<file path="config.mk">
export PLATFORM = sky130hd
export DESIGN_NAME = host_sequencer
export DESIGN_NICKNAME = d
export VERILOG_FILES = /design/src/rtl/host_sequencer.sv
export SDC_FILE = /design/constraint.sdc
export NUM_CORES = 1
export LEC_CHECK = 0
export ABC_AREA = 1
export CORE_MARGIN = 2
export CORE_UTILIZATION = 45
export DETAILED_ROUTE_END_ITERATION = 12
export PLACE_DENSITY = 0.85
export SYNTH_ARGS = -nofsm -noshare
export SYNTH_HDL_FRONTEND = slang
export SYNTH_SLANG_ARGS = --single-unit
</file>
<file path="constraint.sdc">
create_clock -name Clk -period 1.9 [get_ports Clk]
set_input_delay 0.19 -clock Clk [delete_from_list [all_inputs] [get_ports Clk]]
set_output_delay 0.19 -clock Clk [all_outputs]
set_load 0.02 [all_outputs]
</file>
<file path="src/rtl/host_sequencer.sv">
// Host run sequencer: optional data-memory preload, timed DutStart pulse, and run
// supervision with ack/timeout. Define HOST_SEQ_PRELOAD_EN to enable the LOAD phase.
module host_sequencer #(
   parameter int unsigned START_CYCLES = 2,
   parameter logic [15:0] TIMEOUT      = 16'hFFFF
) (
   input  logic        Clk,
   input  logic        Reset,
   input  logic        Go,
   input  logic [1:0]  ProgSel,
   input  logic        LdValid,
   output logic        LdReady,
   input  logic        LdLast,
   input  logic [7:0]  LdAddr,
   input  logic [7:0]  LdData,
   output logic        DmWrEn,
   output logic [7:0]  DmAddr,
   output logic [7:0]  DmData,
   output logic        DutStart,
   output logic [1:0]  DutProgSel,
   input  logic        DutAck,
   output logic        Busy,
   output logic        Done,
   output logic        TimedOut,
   output logic [15:0] RunCycles
);

   typedef enum logic [2:0] {
      S_IDLE,
      S_LOAD,
      S_START,
      S_RUN,
      S_DONE
   } state_t;

   localparam logic [3:0] START_LAST = 4'(START_CYCLES - 1);

   state_t      r_state,      w_state_nxt;
   logic [3:0]  r_start_cnt,  w_start_cnt_nxt;
   logic [1:0]  r_prog_sel,   w_prog_sel_nxt;
   logic [15:0] r_run_cycles, w_run_cycles_nxt;
   logic        r_timed_out,  w_timed_out_nxt;
   logic        r_dm_wr_en,   w_dm_wr_en_nxt;
   logic [7:0]  r_dm_addr,    w_dm_addr_nxt;
   logic [7:0]  r_dm_data,    w_dm_data_nxt;
   logic        r_dut_start,  w_dut_start_nxt;
   logic        r_busy,       w_busy_nxt;
   logic        r_done,       w_done_nxt;

   // NOTE: every signal written here gets a default first, so no path can infer a latch.
   always_comb begin
      w_state_nxt      = r_state;
      w_start_cnt_nxt  = r_start_cnt;
      w_prog_sel_nxt   = r_prog_sel;
      w_run_cycles_nxt = r_run_cycles;
      w_timed_out_nxt  = r_timed_out;
      w_dm_wr_en_nxt   = 1'b0;
      w_dm_addr_nxt    = r_dm_addr;
      w_dm_data_nxt    = r_dm_data;

      case (r_state)
         S_IDLE: begin
            if (Go) begin
               w_prog_sel_nxt   = ProgSel;
               w_run_cycles_nxt = '0;
               w_timed_out_nxt  = 1'b0;
               w_start_cnt_nxt  = '0;
`ifdef HOST_SEQ_PRELOAD_EN
               w_state_nxt      = S_LOAD;
`else
               w_state_nxt      = S_START;
`endif
            end
         end

         S_LOAD: begin
`ifdef HOST_SEQ_PRELOAD_EN
            if (LdValid) begin
               w_dm_wr_en_nxt = 1'b1;
               w_dm_addr_nxt  = LdAddr;
               w_dm_data_nxt  = LdData;
               if (LdLast) begin
                  w_state_nxt = S_START;
               end
            end
`else
            w_state_nxt = S_IDLE;
`endif
         end

         S_START: begin
            if (r_start_cnt == START_LAST) begin
               w_state_nxt = S_RUN;
            end else begin
               w_start_cnt_nxt = r_start_cnt + 4'd1;
            end
         end

         // Ack is checked before the limit so a simultaneous ack is never reported as a timeout.
         S_RUN: begin
            if (DutAck) begin
               w_state_nxt = S_DONE;
            end else if (r_run_cycles == TIMEOUT) begin
               w_state_nxt     = S_DONE;
               w_timed_out_nxt = 1'b1;
            end else begin
               w_run_cycles_nxt = r_run_cycles + 16'd1;
            end
         end

         S_DONE: begin
            w_state_nxt = S_IDLE;
         end

         default: begin
            w_state_nxt = S_IDLE;
         end
      endcase

      w_dut_start_nxt = (w_state_nxt == S_START);
      w_busy_nxt      = (w_state_nxt != S_IDLE);
      w_done_nxt      = (w_state_nxt == S_DONE);
   end

   // NOTE: sequential state uses non-blocking assignments so all registers update together.
   always_ff @(posedge Clk or posedge Reset) begin
      if (Reset) begin
         r_state      <= S_IDLE;
         r_start_cnt  <= '0;
         r_prog_sel   <= '0;
         r_run_cycles <= '0;
         r_timed_out  <= 1'b0;
         r_dm_wr_en   <= 1'b0;
         r_dm_addr    <= '0;
         r_dm_data    <= '0;
         r_dut_start  <= 1'b0;
         r_busy       <= 1'b0;
         r_done       <= 1'b0;
      end else begin
         r_state      <= w_state_nxt;
         r_start_cnt  <= w_start_cnt_nxt;
         r_prog_sel   <= w_prog_sel_nxt;
         r_run_cycles <= w_run_cycles_nxt;
         r_timed_out  <= w_timed_out_nxt;
         r_dm_wr_en   <= w_dm_wr_en_nxt;
         r_dm_addr    <= w_dm_addr_nxt;
         r_dm_data    <= w_dm_data_nxt;
         r_dut_start  <= w_dut_start_nxt;
         r_busy       <= w_busy_nxt;
         r_done       <= w_done_nxt;
      end
   end

`ifdef HOST_SEQ_PRELOAD_EN
   assign LdReady = (r_state == S_LOAD);
`else
   logic w_unused_ld;
   assign w_unused_ld = ^{LdValid, LdLast, LdAddr, LdData};
   assign LdReady     = 1'b0;
`endif

   assign DmWrEn     = r_dm_wr_en;
   assign DmAddr     = r_dm_addr;
   assign DmData     = r_dm_data;
   assign DutStart   = r_dut_start;
   assign DutProgSel = r_prog_sel;
   assign Busy       = r_busy;
   assign Done       = r_done;
   assign TimedOut   = r_timed_out;
   assign RunCycles  = r_run_cycles;

endmodule

</file>
==> flow_metrics.env, run 1 <==
export IMPL_status="complete, no violations"
export IMPL_track_usage_pct=19.0
export IMPL_fin_crit_ns=1.66
export IMPL_routabilityCongestion=0.939
export IMPL_die_y_um=67.4
export IMPL_final_cell_mix="nand2_1, dfrtp_1, clkdlybuf4s50_1"
export IMPL_r2r_slack_ns=0.24
export IMPL_skew_ns=0.00636
export IMPL_seq_area_um2=726
export IMPL_dp_cells=317
export IMPL_endpoint_kind="flop"
export IMPL_core_um2=3940
export IMPL_synth_cell_types=26
export IMPL_synth_seq_cells=29
export IMPL_overflow=0
export IMPL_clk_latency_ns=0.29
export IMPL_total_leakage_power_nw=1.01
export IMPL_nNetsFinal=301
export IMPL_first_pass_iters=4
export IMPL_grt_pass1_vias=1483
export IMPL_final_antenna_net_count=0
export IMPL_finalNonFillerCells=325
export IMPL_post_route_period_util_pct=87.3
export IMPL_root_buffer="clkbuf_8"
export IMPL_fmax_mhz=603
export IMPL_rsz0062_at_grt="false"
export IMPL_utilization_pct=55.3
export IMPL_final_layout_size_suffix_gt1_share_pct=8.73
export IMPL_die_w_um=67.4
export IMPL_r2r_end="RunCycles[4]"
export IMPL_ioPinCount=64
export IMPL_path_clk_slew_ns=0.06
export IMPL_htreeDepth=2
export IMPL_n_fill_cell=389
export IMPL_num_vias=1554
export IMPL_avgSynthCellArea_um2=7.47
export IMPL_final_common_cell="nand2_1"
export IMPL_synth_area_um2=1810
export IMPL_grt_antenna_before_repair=0
export IMPL_cts_buffer_depth=2
export IMPL_crit_type="reg2reg"
export IMPL_grt_start_max_net_pins=31
export IMPL_path_max_fanout=30
export IMPL_n_antenna_cell=0
export IMPL_total_power_mw=2.36
export IMPL_hold_viol_final=0
export IMPL_netlist_instances=242
export IMPL_cts_made_buffers=5
export IMPL_rows=23
export IMPL_ys_warn_count=0
export IMPL_vias_per_cell=4.78
export IMPL_reg2regPathDepth=10
export IMPL_dieArea_um2=4540
export IMPL_cts_sinks=29
export IMPL_hold_ws_ns=0.271
export IMPL_ys_seq_area_share_pct=40.2
export IMPL_setup_violations=0
export IMPL_placement_io_buffers=27
export IMPL_cts_tree="yes"
export IMPL_vdd_drop_max_v=0.000678
export IMPL_crit_arrival_ns=1.84
export IMPL_hold_class="in2async"
export IMPL_initial_utilization_pct=45.8
export IMPL_first_iter_violations=99
export IMPL_finalMaxSlewViolations=0
export IMPL_required_ns=2.08
export IMPL_cts_setup_buffers=0
export IMPL_setup_tns_ns=0
export IMPL_syn_to_final_growth_pct=20.6
export IMPL_post_dp_hpwl_mm=2.64
export IMPL_grt_pass1_wl_mm=6.40
export IMPL_wirelength_mm=3.53
export IMPL_power_density_nw_per_um2=1080
export IMPL_r2r_start="RunCycles[0]"
export IMPL_drc=0
export IMPL_wire_per_inst_um=10.9
export IMPL_multi_input_area_um2=886
export IMPL_maxCapViolations=0
export IMPL_start_kind="flop"
==> area by class of cell <==
class	count	share of cell area (%)
Multi-Input combinational cell	183	40.7
Sequential cell	29	33.3
Timing Repair Buffer	30	13.4
Inverter	25	4.37
Clock inverter	1	1.38
Tap cell	50	2.87
Clock buffer	7	3.96
==> state kept, by name, summed over array words and instances, names as in the netlist <==
| signal | flops |
|---|---|
| Done | 1 |
| TimedOut | 1 |
| DutProgSel | 2 |
| DutStart | 1 |
| RunCycles | 16 |
| r_state | 3 |
| Busy | 1 |
| r_start_cnt | 4 |
==> per-stage QoR <==
step / area (um^2) / setup WS (ns)
2_1_floorplan: 1870 / 0.249
3_3_place_gp: 2050 / 0.231
3_5_place_dp: 2050 / 0.167
4_1_cts: 2170 / 0.150
5_1_grt: 2180 / 0.0514
6_report: 2180 / 0.241
==> where the power goes <==
part | switching (mW) | leakage [nW] | internal [mW]
Combinational | 0.580 | 0.559 | 0.288
Sequential | 0.0916 | 0.389 | 0.740
Clock | 0.236 | 0.0585 | 0.427
==> logic make-up (layout without fill, tap and decap cells) <==
group                    count (synthesis)  in the layout  share of synthesized area [%]
adder cells (fa/ha/maj)                  3              3                           2.08
AND/OR/NAND/NOR                        132            132                           32.5
buffers and inverters                   47             63                           14.8
other                                    1             18                          0.208
AO/OA/AOI/OAI                           23             23                           6.86
flip-flops                              29             29                           40.2
XOR/XNOR                                 7              7                           3.39
==> what timing repair did <==
action,CTS,global route
hold buffers,0,0
setup endpoints to repair,0,6
hold endpoints to repair,0,0
gates resized for setup,0,1
==> cells in the mapped netlist <==
| cell type | n | area share (%) |
|---|---|---|
| nand4_1 | 7 | 2.4 |
| a21oi_1 | 1 | 0.28 |
| inv_1 | 21 | 4.4 |
| nor3_1 | 1 | 0.28 |
| and2_2 | 1 | 0.42 |
| buf_6 | 3 | 1.9 |
| nand3_1 | 18 | 5.0 |
| o22ai_1 | 1 | 0.35 |
| buf_4 | 18 | 7.5 |
| o21ai_1 | 13 | 3.6 |
| o21ai_0 | 5 | 1.4 |
| conb_1 | 1 | 0.21 |
| clkinv_2 | 1 | 0.28 |
| nand3_4 | 1 | 0.97 |
| nor2_1 | 22 | 4.6 |
| inv_2 | 3 | 0.62 |
| nand2_2 | 2 | 0.69 |
| dfrtp_1 | 29 | 40 |
| xor2_1 | 7 | 3.4 |
| nand3_2 | 2 | 1.1 |
| nor2_2 | 3 | 1.0 |
| ha_1 | 3 | 2.1 |
| o21bai_1 | 3 | 1.2 |
| nand2_1 | 74 | 15 |
| buf_1 | 1 | 0.21 |
| nand2_4 | 1 | 0.62 |
==> worst max path at each step <==
stage | startpoint | end | cells after the start
finish | RunCycles[0] | RunCycles[4] | 10
global route | RunCycles[0] | RunCycles[4] | 10
CTS | RunCycles[0] | RunCycles[4] | 10
detailed placement | RunCycles[0] | RunCycles[4] | 10
global placement | RunCycles[0] | RunCycles[4] | 10
floorplan | RunCycles[0] | RunCycles[8] | 11
==> critical path, stage by stage (launching register included) <==
cell and delay, ns:
dfrtp_1 0.44, ha_1 0.29, nand3_2 0.12, inv_2 0.08, nand2_2 0.06, clkinv_2 0.07
nand3_4 0.12, nand2_8 0.19, inv_2 0.06, nand2_1 0.06, nand2_1 0.05
==> per-layer routing <==
layer,wire length (um),up-vias,track usage (%)
met3,185,6,6.67
met5,0,-,0
met2,1730,43,31.2
met1,1550,707,22.3
li1,-,798,-
met4,57,0,8.93
Power figures use the tool's default switching activity.
==> run 2, diff against run 1 <==
--- a/config.mk
+++ b/config.mk
@@ -8,6 +8,7 @@
 export ABC_AREA = 1
 export CORE_MARGIN = 2
 export CORE_UTILIZATION = 45
+export CTS_CLUSTER_SIZE = 40
 export DETAILED_ROUTE_END_ITERATION = 12
 export PLACE_DENSITY = 0.85
 export SYNTH_ARGS = -nofsm -noshare
==> results of run 2 <==
Final layout, timing and power as in run 1 (identical DEF).
==> run 3, diff against run 2 <==
--- a/config.mk
+++ b/config.mk
@@ -6,6 +6,7 @@
 export NUM_CORES = 1
 export LEC_CHECK = 0
 export ABC_AREA = 1
+export CAP_MARGIN = 10
 export CORE_MARGIN = 2
 export CORE_UTILIZATION = 45
 export CTS_CLUSTER_SIZE = 40
==> results of run 3 <==
Final layout, timing and power as in run 1 (identical DEF).
